$ cat src/rtl/vmem_seq.sv
// vmem_seq: splits vector memory instructions into lane-wide beats and buffers load returns
module vmem_seq #(
  parameter int NUMLANES     = 8,
  parameter int DATAWORDSIZE = 32,
  parameter int VCWIDTH      = 32,
  parameter int MEMDEPTH     = 2048,
  parameter int LOGMEMDEPTH  = $clog2(MEMDEPTH)
) (
  input  logic                             clk,
  input  logic                             resetn,
  input  logic                             req_valid,
  output logic                             req_ready,
  input  logic [6:0]                       req_op,
  input  logic [LOGMEMDEPTH-1:0]           req_base,
  input  logic [VCWIDTH-1:0]               req_stride,
  input  logic [VCWIDTH-1:0]               req_vl,
  input  logic                             st_valid,
  output logic                             st_ready,
  input  logic [NUMLANES*DATAWORDSIZE-1:0] st_data,
  output logic                             ld_valid,
  input  logic                             ld_ready,
  output logic [NUMLANES*DATAWORDSIZE-1:0] ld_data,
  output logic [NUMLANES-1:0]              ld_mask,
  output logic                             ld_last,
  output logic                             done,
  output logic                             done_err,
  output logic [6:0]                       mem_op,
  output logic [LOGMEMDEPTH-1:0]           mem_address,
  output logic [VCWIDTH-1:0]               mem_stride,
  output logic [NUMLANES-1:0]              mem_en,
  output logic [NUMLANES*DATAWORDSIZE-1:0] mem_data,
  input  logic [NUMLANES*DATAWORDSIZE-1:0] mem_out
);
  localparam int W = NUMLANES*DATAWORDSIZE;
  typedef enum logic [2:0] {IDLE, LOAD, STORE, DRAIN, DONE} state_t;
  state_t                 state_q, state_d;
  logic [6:0]             op_q, op_d;
  logic [LOGMEMDEPTH-1:0] addr_q, addr_d, step;
  logic [VCWIDTH-1:0]     stride_q, stride_d, rem_q, rem_d;
  logic                   err_q, err_d, infl_q, infl_d, infl_last_q, infl_last_d;
  logic [NUMLANES-1:0]    infl_mask_q, infl_mask_d, mask;
  logic [W-1:0]           fd_q [2];
  logic [W-1:0]           fd_d [2];
  logic [NUMLANES-1:0]    fm_q [2];
  logic [NUMLANES-1:0]    fm_d [2];
  logic [1:0]             fl_q, fl_d, cnt_q, cnt_d;
  logic                   wp_q, wp_d, rp_q, rp_d;
  logic                   last, pop, issue, bad_op;
  always_comb begin
    mask = '0;
    for (int i = 0; i < NUMLANES; i++) mask[i] = rem_q > VCWIDTH'(i);
    last = rem_q <= VCWIDTH'(NUMLANES);
    pop = (cnt_q != 2'd0) && ld_ready;
    // occupancy counts the beat whose read data is still on its way back
    issue = state_q == STORE ? st_valid :
            state_q == LOAD && ({1'b0, cnt_q} + {2'b0, infl_q} < 3'd2 + {2'b0, pop});
    step = op_q[5:4] == 2'b01 ? LOGMEMDEPTH'(stride_q * VCWIDTH'(NUMLANES)) : LOGMEMDEPTH'(NUMLANES);
    bad_op = !req_op[6] || req_op[5];
    state_d = state_q;
    op_d = op_q;
    addr_d = addr_q;
    stride_d = stride_q;
    rem_d = rem_q;
    err_d = err_q;
    case (state_q)
      IDLE: if (req_valid) begin
        op_d = req_op;
        addr_d = req_base;
        stride_d = req_stride;
        rem_d = req_vl;
        err_d = bad_op;
        state_d = bad_op || req_vl == '0 ? DONE : req_op[0] ? STORE : LOAD;
      end
      LOAD, STORE: if (issue) begin
        addr_d = addr_q + step;
        rem_d = last ? '0 : rem_q - VCWIDTH'(NUMLANES);
        if (last) state_d = state_q == LOAD ? DRAIN : DONE;
      end
      DRAIN: if (pop && fl_q[rp_q]) state_d = DONE;
      default: state_d = IDLE;
    endcase
    infl_d = issue && state_q == LOAD;
    infl_mask_d = mask;
    infl_last_d = last;
    fd_d = fd_q;
    fm_d = fm_q;
    fl_d = fl_q;
    wp_d = wp_q ^ infl_q;
    rp_d = rp_q ^ pop;
    if (infl_q) begin
      fd_d[wp_q] = mem_out;
      fm_d[wp_q] = infl_mask_q;
      fl_d[wp_q] = infl_last_q;
    end
    cnt_d = cnt_q + {1'b0, infl_q} - {1'b0, pop};
  end
  always_ff @(posedge clk or negedge resetn) begin
    if (!resetn) begin
      state_q <= IDLE;
      op_q <= '0;
      addr_q <= '0;
      stride_q <= '0;
      rem_q <= '0;
      err_q <= 1'b0;
      infl_q <= 1'b0;
      infl_mask_q <= '0;
      infl_last_q <= 1'b0;
      fd_q <= '{default: '0};
      fm_q <= '{default: '0};
      fl_q <= '0;
      wp_q <= 1'b0;
      rp_q <= 1'b0;
      cnt_q <= '0;
    end else begin
      state_q <= state_d;
      op_q <= op_d;
      addr_q <= addr_d;
      stride_q <= stride_d;
      rem_q <= rem_d;
      err_q <= err_d;
      infl_q <= infl_d;
      infl_mask_q <= infl_mask_d;
      infl_last_q <= infl_last_d;
      fd_q <= fd_d;
      fm_q <= fm_d;
      fl_q <= fl_d;
      wp_q <= wp_d;
      rp_q <= rp_d;
      cnt_q <= cnt_d;
    end
  end
  assign req_ready = state_q == IDLE;
  assign st_ready = state_q == STORE && st_valid;
  assign ld_valid = cnt_q != 2'd0;
  assign ld_data = ld_valid ? fd_q[rp_q] : '0;
  assign ld_mask = ld_valid ? fm_q[rp_q] : '0;
  assign ld_last = ld_valid && fl_q[rp_q];
  assign done = state_q == DONE;
  assign done_err = done && err_q;
  assign mem_op = issue ? op_q : '0;
  assign mem_address = issue ? addr_q : '0;
  assign mem_stride = stride_q;
  assign mem_en = issue ? mask : '0;
  assign mem_data = st_ready ? st_data : '0;
endmodule

$ cat config.mk
export PLATFORM = sky130hd
export DESIGN_NAME = vmem_seq
export DESIGN_NICKNAME = d
export VERILOG_FILES = /design/src/rtl/vmem_seq.sv
export SDC_FILE = /design/constraint.sdc
export NUM_CORES = 1
export LEC_CHECK = 0
export CORE_AREA = 2 2 457 459
export DETAILED_ROUTE_END_ITERATION = 10
export DIE_AREA = 0 0 459 461
export PLACE_DENSITY = 0.46
export REMOVE_ABC_BUFFERS = 1
export SLEW_MARGIN = 15
export SYNTH_ARGS = -nofsm -noshare
export SYNTH_HDL_FRONTEND = slang
export SYNTH_SLANG_ARGS = --single-unit
$ cat constraint.sdc
create_clock -name clk -period 6.05 [get_ports clk]
set_input_delay 1.21 -clock clk [delete_from_list [all_inputs] [get_ports clk]]
set_output_delay 1.21 -clock clk [all_outputs]
set_load 0.005 [all_outputs]
==> Word level (Yosys, flattened, before mapping) <==
Index checks and enable logic that the tools add are counted.
W data, S select, Z words.
{ "totals": {"ff_bits": 630, "input_bits": 599, "output_inout_bits": 584} }
{ "op_classes": {"order_cmp": 16, "mux": 40, "eq_ne": 9, "addsub": 6, "reduce_logical": 20, "bitwise_logic": 4} }
{ "ops": {"columns": ["op", "count"], "rows": [
  ["$mux W256", 6],
  ["$bwmux W512", 1],
  ["$demux W256 S1", 1],
  ["$gt A32 B3 Y1 const B", 4],
  ["$mux W32", 3],
  ["$gt A32 B1 Y1 const B", 2],
  ["$gt A32 B2 Y1 const B", 2],
  ["$pmux W32 S2", 1],
  ["$mux W8", 6],
  ["$mux W11", 4],
  ["$le A32 B4 Y1 const B", 1],
  ["$logic_not A32 Y1", 1],
  ["$sub A32 B4 Y32 const B", 1],
  ["$pmux W11 S2", 1],
  ["$mux W3", 6],
  ["$bwmux W16", 1],
  ["$add A11 B11 Y11", 1],
  ["$logic_and A1 B1 Y1", 9],
  ["$pmux W3 S3", 1],
  ["$demux W8 S1", 1],
  ["$ne A2 B2 Y1 const B", 4],
  ["$mux W7", 1],
  ["$eq A3 B2 Y1 const B", 2],
  ["$ge A2 B2 Y1 const B", 2],
  ["other kinds (25)", 33]
]} }

==> Depth between registers and ports, before layout <==
Gate-level depths: netlist of the first run.
{ "depth": {"depth_word": 8, "depth_mapped": 11, "mapped_depth_nobuf": 11} }

==> Worst setup path before layout of the first run <==
Ideal clock, no wire load.
{ "synth_path": {"path_type": "in2out", "startpoint": "input port ld_ready", "endpoint": "output port mem_address[0]", "stages": 6, "path_slack_ps": 2376, "arrival_ps": 2464, "path_buffers": 2, "required_time_ps": 4840, "cell_sequence": "o21ai_0 > o21ai_0 > a21oi_1 > clkbuf_1 > clkbuf_1 > nor2b_1"} }
{ "synth_via": {"elab_chain_cells": 6} }
{ "synth_lines": {"columns": ["item", "line_no", "source"], "rows": [
  ["from (decl)", "21", "input logic ld_ready,"],
  ["$logic_and A1 B1 Y1", "53", "pop = (cnt_q != 2'd0) && ld_ready;"],
  ["$add A2 B1 Y3", "56", "state_q == LOAD && ({1'b0, cnt_q} + {2'b0, infl_q} < 3'd2 + {2'b0, pop});"],
  ["$lt A3 B3 Y1", "56", null],
  ["$logic_and A1 B1 Y1", "56", null],
  ["$mux W1", "55", "issue = state_q == STORE ? st_valid :"],
  ["$mux W11", "141", "assign mem_address = issue ? addr_q : '0;"],
  ["to (decl)", "28", "output logic [LOGMEMDEPTH-1:0] mem_address,"]
]} }
Every way passes these cells.

==> Worst setup path in the final report of the first run <==
{ "layout_path": {"startpoint": "register rem_q[12]", "endpoint": "output port mem_en[6]"} }
{ "layout_via": {"elab_chain_cells": 2} }
{ "layout_lines": {"columns": ["item", "line_no", "source"], "rows": [
  ["from (decl)", "39", "logic [VCWIDTH-1:0] stride_q, stride_d, rem_q, rem_d;"],
  ["from (signal assigned)", "119", "rem_q <= rem_d;"],
  ["$gt A32 B3 Y1", "51", "for (int i = 0; i < NUMLANES; i++) mask[i] = rem_q > VCWIDTH'(i);"],
  ["via infl_mask_d[6]", "41", "logic [NUMLANES-1:0] infl_mask_q, infl_mask_d, mask;"],
  ["$mux W8", "143", "assign mem_en = issue ? mask : '0;"],
  ["to (decl)", "30", "output logic [NUMLANES-1:0] mem_en,"]
]} }
The timed path passes the listed nets, and every way through them passes these cells.

==> results of run 1 <==
kinds of logic (layout without fill, tap and decap cells):
logic type / Yosys count / after routing / share of synthesized area
AOI/OAI and AO/OA: 100 / 100 / 0.02094
xor gates and xnor gates: 24 / 24 / 0.006951
adders and majority gates: 16 / 16 / 0.006868
buffers and inverters: 189 / 1403 / 0.02383
DFF: 630 / 630 / 0.5213
muxes: 838 / 838 / 0.3010
other: 0 / 363 / 0
and+or+nand+nor: 705 / 705 / 0.1191
report_power, final:
part | leakage (nW) | internal, mW | switching (mW)
combinational | 11.3 | 2.95 | 3.04
clock | 1.37 | 2.94 | 2.09
sequential | 8.55 | 5.01 | 0.617
metal layers:
layer | track usage | vias up | share of wire
li1 | - | 11311 | -
met1 | 0.2030 | 13150 | 0.40
met2 | 0.2860 | 1068 | 0.47
met3 | 0.05088 | 242 | 0.071
met4 | 0.1031 | 12 | 0.055
met5 | 0 | - | 0.00041
per-stage QoR:
stage          area [um2]  instances  utilization
2_1_floorplan       29590       2331            -
3_3_place_gp        45420       6267       0.2200
3_5_place_dp        45420       6267       0.2200
4_1_cts             48180       6420       0.2334
5_1_grt             48980       6741       0.2373
6_report            49090       6783       0.2378
cells in the final DEF (no fill, tap or decap), types with 5 or more instances in the layout:
cell | Yosys | layout
clkdlybuf4s50_1 | 0 | 1180
xnor2_1 | 18 | 18
clkbuf_1 | 139 | 14
ha_1 | 15 | 13
clkbuf_8 | 0 | 20
mux2i_1 | 266 | 266
a22oi_1 | 8 | 8
o211ai_1 | 5 | 5
o21ai_0 | 39 | 39
or3_1 | 13 | 13
nand2_1 | 39 | 39
nor3_1 | 13 | 13
xor2_1 | 6 | 6
buf_4 | 0 | 38
inv_1 | 18 | 18
nor2_1 | 294 | 293
mux2_2 | 572 | 572
buf_12 | 0 | 13
nor4_1 | 17 | 17
and2_1 | 263 | 263
nor2b_1 | 27 | 27
diode_2 | 0 | 363
clkbuf_16 | 0 | 86
clkinv_2 | 0 | 18
or4_1 | 7 | 7
a21oi_1 | 17 | 16
dfrtp_1 | 630 | 629
nand3_1 | 9 | 9
worst register-to-register path, cell delays in order, from the launching register on:
cell and delay [ns]:
dfrtp_1 0.51, ha_1 0.27, ha_1 0.19, nor4_1 0.88, a21oi_4 0.07, buf_4 0.31, or2_1 0.57, or3_1 0.44
nand3_1 0.09
synthesized netlist by cell type, types with 4 or more instances:
| master | n | area, um2 |
|---|---|---|
| dfrtp_1 | 630 | 15770 |
| mux2_2 | 572 | 6441 |
| nor2_1 | 294 | 1104 |
| mux2i_1 | 266 | 2663 |
| and2_1 | 263 | 1645 |
| clkbuf_1 | 139 | 521.8 |
| nand2_1 | 39 | 146.4 |
| o21ai_0 | 39 | 195.2 |
| buf_1 | 28 | 105.1 |
| nor2b_1 | 27 | 168.9 |
| inv_1 | 18 | 67.56 |
| xnor2_1 | 18 | 157.7 |
| a21oi_1 | 17 | 85.08 |
| nor4_1 | 17 | 106.4 |
| ha_1 | 15 | 187.7 |
| nor3_1 | 13 | 65.06 |
| or3_1 | 13 | 81.33 |
| nand3_1 | 9 | 45.04 |
| a22oi_1 | 8 | 60.06 |
| or4_1 | 7 | 52.55 |
| xor2_1 | 6 | 52.55 |
| o211ai_1 | 5 | 37.54 |
| a22o_1 | 4 | 35.03 |
| nand4_1 | 4 | 25.02 |
| nor3b_1 | 4 | 30.03 |
| o31ai_1 | 4 | 30.03 |
sequential cells by signal (all words and copies together) (netlist names), 2 cells and up:
signal       flops
state_q          3
fl_q             2
fd_q           512
infl_mask_q      8
mem_stride      32
addr_q          11
rem_q           32
fm_q            16
cnt_q            2
op_q             7
worst paths after layout:
path | startpoint | to | slack [ns] | cells after the start
max | rem_q[12] | mem_en[6] | 0.80 | 7
min | fd_q[309] | fd_q[309] | 0.50 | 1
max reg2reg | infl_q | rem_q[7] | 2.65 | 8
min reg2reg | fd_q[309] | fd_q[309] | 0.50 | 1
max in group asynchronous | resetn | fd_q[194] | 4.09 | 2
min in group asynchronous | resetn | fd_q[138] | 0.55 | 1
area by class of cell:
class	instances	area, um2	share of cell area
well taps	2704	3383	0.06892
flip-flops and latches	630	15770	0.3212
diodes	363	908.4	0.01850
multi-input cells	1683	13830	0.2818
clock inverters	33	277.8	0.005658
repair buffers	1232	12370	0.2520
inverters	18	67.56	0.001376
clock buffers	120	2480	0.05052
==> flow_summary.json, run 1 <==
{
  "syn_area_mm2": 0.03024,
  "worstSetupStartpointType": "register",
  "slowest_delay_ns": 0.69,
  "status": "finished, final reports clean",
  "timing.hold.ws_ns": 0.5013,
  "drcViolationCount": 0,
  "drt_pre_antenna_iters": 5,
  "yosysWarningCount": 0,
  "fin_crit_sh": 0.8672,
  "leakage_nw": 21.22,
  "slowest_stage": "nor4_1",
  "setup_viol": 0,
  "wl_um": 192300,
  "fp.dieW_um": 459,
  "via_count": 25783,
  "vias_per_cell": 3.801,
  "crit_family": "simple AND/OR/NAND/NOR gates",
  "grt_max_degree": 150,
  "synth_edf_count": 0,
  "grt_setup_unrepaired": "false",
  "coreArea_mm2": 0.2064,
  "die-area_mm2": 0.2116,
  "port_buffers": 1182,
  "slew_headroom": 0.2237,
  "crit_buf_inv": 1,
  "path_class": "register to primary output",
  "synthArstFlopShare": 1.000,
  "clock_sinks": 630,
  "io_pins": 1183,
  "cts_setup_buffers": 0,
  "path_max_fanout": 6,
  "antenna_found_initial": 96,
  "grt_first_pass_wirelength_um": 248000,
  "worst_pin_slew_ns": 1.154,
  "path_clk_slew_ns": 0.05,
  "maxCapViolCount": 0,
  "finalClockSkew_ns": 0.03204,
  "dieHeight_um": 461,
  "fmax_ghz": 0.1906,
  "h-tree-depth": 3,
  "cp_data_arrival_time_ns": 4.04,
  "grt_usage": 0.1750,
  "num-nets-final": 4265,
  "synthFlopType": "dfrtp_1",
  "ir_drop_uv": 276.5,
  "yosysUniqueCellTypes": 57,
  "yosysSeqAreaShare": 0.5213,
  "insertion_delay_ns": 0.69,
  "setup_ws_ns": 0.8033,
  "wl_per_cell_um": 28.35,
  "cts_tree": "yes",
  "postRouteAntennaNets": 0,
  "fin_crit_ns": 5.247,
  "clockRootBuffer": "clkbuf_16",
  "worstPathRequired_ns": 4.84,
  "place_ws_ns": 1.017,
  "final_layout_size_suffix_gt1_frac": 0.2099,
  "clk_path_buf_depth": 3,
  "rows": 167,
  "syn_inst": 2502,
  "p_per_area_mw_per_mm2": 339.1,
  "hpwlAfterDp_um": 154400,
  "slew_viol_final": 0,
  "hold_viol": 0,
  "syn_area_per_cell_um2": 12.09,
  "overflow": 0,
  "tns_ns": 0,
  "cts_resized": 0,
  "finalPower_mw": 16.65,
  "crit_chain": "nor4_1, nand4_1, or2_2, a21oi_1, o21ai_0, o21a_1, clkdlybuf4s50_1",
  "end_kind": "primary output",
  "first_global_vias": 26072,
  "num-fill-cells": 22253,
  "initial_core_util": 0.1465,
  "synth-seq-cells": 630,
  "gp_congestion": 1.083,
  "drtIter0Drc": 1357,
  "cts_buffers": 85,
  "hold_path_class": "register to register",
  "syn2layout_area_growth_pct": 62.33,
  "postCtsHoldBufs": 0
}
Power figures use the tool's default switching activity.
==> inputs of run 2 (changes only) <==
- GPL_TIMING_DRIVEN: not set -> 0
==> run 2 against run 1 <==
  * Fmax is 7.7% lower
  * Critical path type unchanged
  * Global-route usage is 0.43 points lower
  * Utilization is 0.14 points higher
==> flow_summary.json, run 2 (synthesized netlist as in run 1, its figures left out) <==
{
  "fp.dieW_um": 459,
  "hpwlAfterDp_um": 153600,
  "syn2layout_area_growth_pct": 63.31,
  "mostFrequentLayoutCell": "clkdlybuf4s50_1",
  "antenna_found_initial": 109,
  "slowest_delay_ns": 0.72,
  "post_dp_cell_area_mm2": 0.04622,
  "cts_buffers": 85,
  "dieHeight_um": 461,
  "hold_viol": 0,
  "fin_crit_ns": 5.684,
  "multi_input_area_mm2": 0.01385,
  "wl_um": 185800,
  "grt_setup_unrepaired": "false",
  "fin_area_mm2": 0.04939,
  "hold_path_class": "register to register",
  "cts_tree": "yes",
  "path_clk_slew_ns": 0.06,
  "first_global_vias": 26061,
  "regMostFlops": "fd_q",
  "timing.hold.ws_ns": 0.5006,
  "port_buffers": 1182,
  "drcViolationCount": 0,
  "path_max_fanout": 6,
  "cts_setup_buffers": 0,
  "gp_congestion": 1.079,
  "worstSetupStartpointType": "register",
  "p_per_area_mw_per_mm2": 345.1,
  "worst_pin_slew_ns": 1.121,
  "num-nets-final": 4284,
  "largest_reg_flops": 512,
  "setup_viol": 0,
  "postRouteAntennaNets": 0,
  "grt_first_pass_wirelength_um": 242900,
  "via_count": 25266,
  "drtIter0Drc": 1336,
  "grt_usage": 0.1707,
  "io_pins": 1183,
  "coreArea_mm2": 0.2064,
  "insertion_delay_ns": 0.70,
  "clk_path_buf_depth": 3,
  "finalClockSkew_ns": 0.03892,
  "layout.area.seq_mm2": 0.01577,
  "crit_chain": "nor4_1, nand4_1, nor3_2, nand2b_1, or3_1, nor2b_1, clkdlybuf4s50_1",
  "wl_per_cell_um": 28.23,
  "die-area_mm2": 0.2116,
  "cts_resized": 0,
  "fin_crit_sh": 0.9395,
  "h-tree-depth": 3,
  "vias_per_cell": 3.840,
  "overflow": 0,
  "postCtsHoldBufs": 0,
  "worstPathRequired_ns": 4.84,
  "layout_common_cells": "clkdlybuf4s50_1, dfrtp_1, mux2_2",
  "status": "finished, final reports clean",
  "fmax_ghz": 0.1759,
  "end_kind": "primary output",
  "slew_viol_final": 0,
  "setup_ws_ns": 0.3661,
  "ir_drop_uv": 186.1,
  "maxCapViolCount": 0,
  "num-fill-cells": 22001,
  "rows": 167,
  "initial_core_util": 0.1465,
  "place_ws_ns": 0.4076,
  "clockRootBuffer": "clkbuf_16",
  "drt_pre_antenna_iters": 5,
  "slowest_stage": "nor3_2",
  "crit_family": "simple AND/OR/NAND/NOR gates",
  "grt_max_degree": 94,
  "leakage_nw": 21.54,
  "path_class": "register to primary output",
  "final_layout_size_suffix_gt1_frac": 0.2106,
  "cp_data_arrival_time_ns": 4.47,
  "slew_headroom": 0.2499,
  "clock_sinks": 630,
  "crit_buf_inv": 1
}
run 2: cell types whose count changed in the layout (fill, tap and decap cells not counted), sizes merged:
cell | before | now
clkdlybuf4s50 | 1180 | 1181
bufinv | 2 | 4
inv | 23 | 21
clkinv | 22 | 10
buf | 52 | 70
diode | 363 | 143
clkbuf | 120 | 130
run 2: worst paths after layout:
check / cells past startpoint / endpoint / start / slack [ns]
max in group asynchronous: 4 / fm_q[8] / resetn / 3.49
worst max-delay path: 7 / mem_en[0] / rem_q[12] / 0.37
worst min register to register: 1 / op_q[3] / op_q[3] / 0.50
min in group asynchronous: 1 / fd_q[90] / resetn / 0.55
worst max register to register: 6 / rem_q[10] / rem_q[17] / 2.25
worst min-delay path: 1 / op_q[3] / op_q[3] / 0.50
run 2: layout make-up:
class	count	area share
inverter	18	0.001368
sequential	630	0.3193
antenna	143	0.007246
clock buffer	130	0.05080
multi-input combinational	1683	0.2805
tap	2704	0.06850
timing repair buffer	1251	0.2664
clock inverter	21	0.005903
run 2: metal layers:
layer / wire length (um) / GRT usage
met2: 84510 / 0.2682
met1: 68110 / 0.1833
met3: 18080 / 0.07270
met5: 423 / 0
met4: 14640 / 0.1255
run 2: worst reg2reg max path: stages (launching register included):
cell and delay, ns:
dfrtp_1 0.44, or4_4 0.57, or3_1 0.53, nor4_4 0.74, nor2_2 0.22, nor2_1 0.90, o21ai_0 0.24
run 2: metrics by stage:
stage,power (mW),util,std cells,setup TNS [ns]
floorplan,8.958,-,2331,-4884.15
global placement,11.72,0.2170,6217,-
detailed placement,12.07,0.2239,6286,0
CTS,17.39,0.2375,6437,0
global route,17.98,0.2389,6553,0
finish,17.04,0.2392,6580,0
run 2: where the power goes:
part	total (mW)	internal (mW)	leakage (nW)	switching (mW)
Combinational	6.37	3.23	11.6	3.14
Sequential	5.55	5.01	8.55	0.535
Clock	5.12	3.03	1.36	2.09
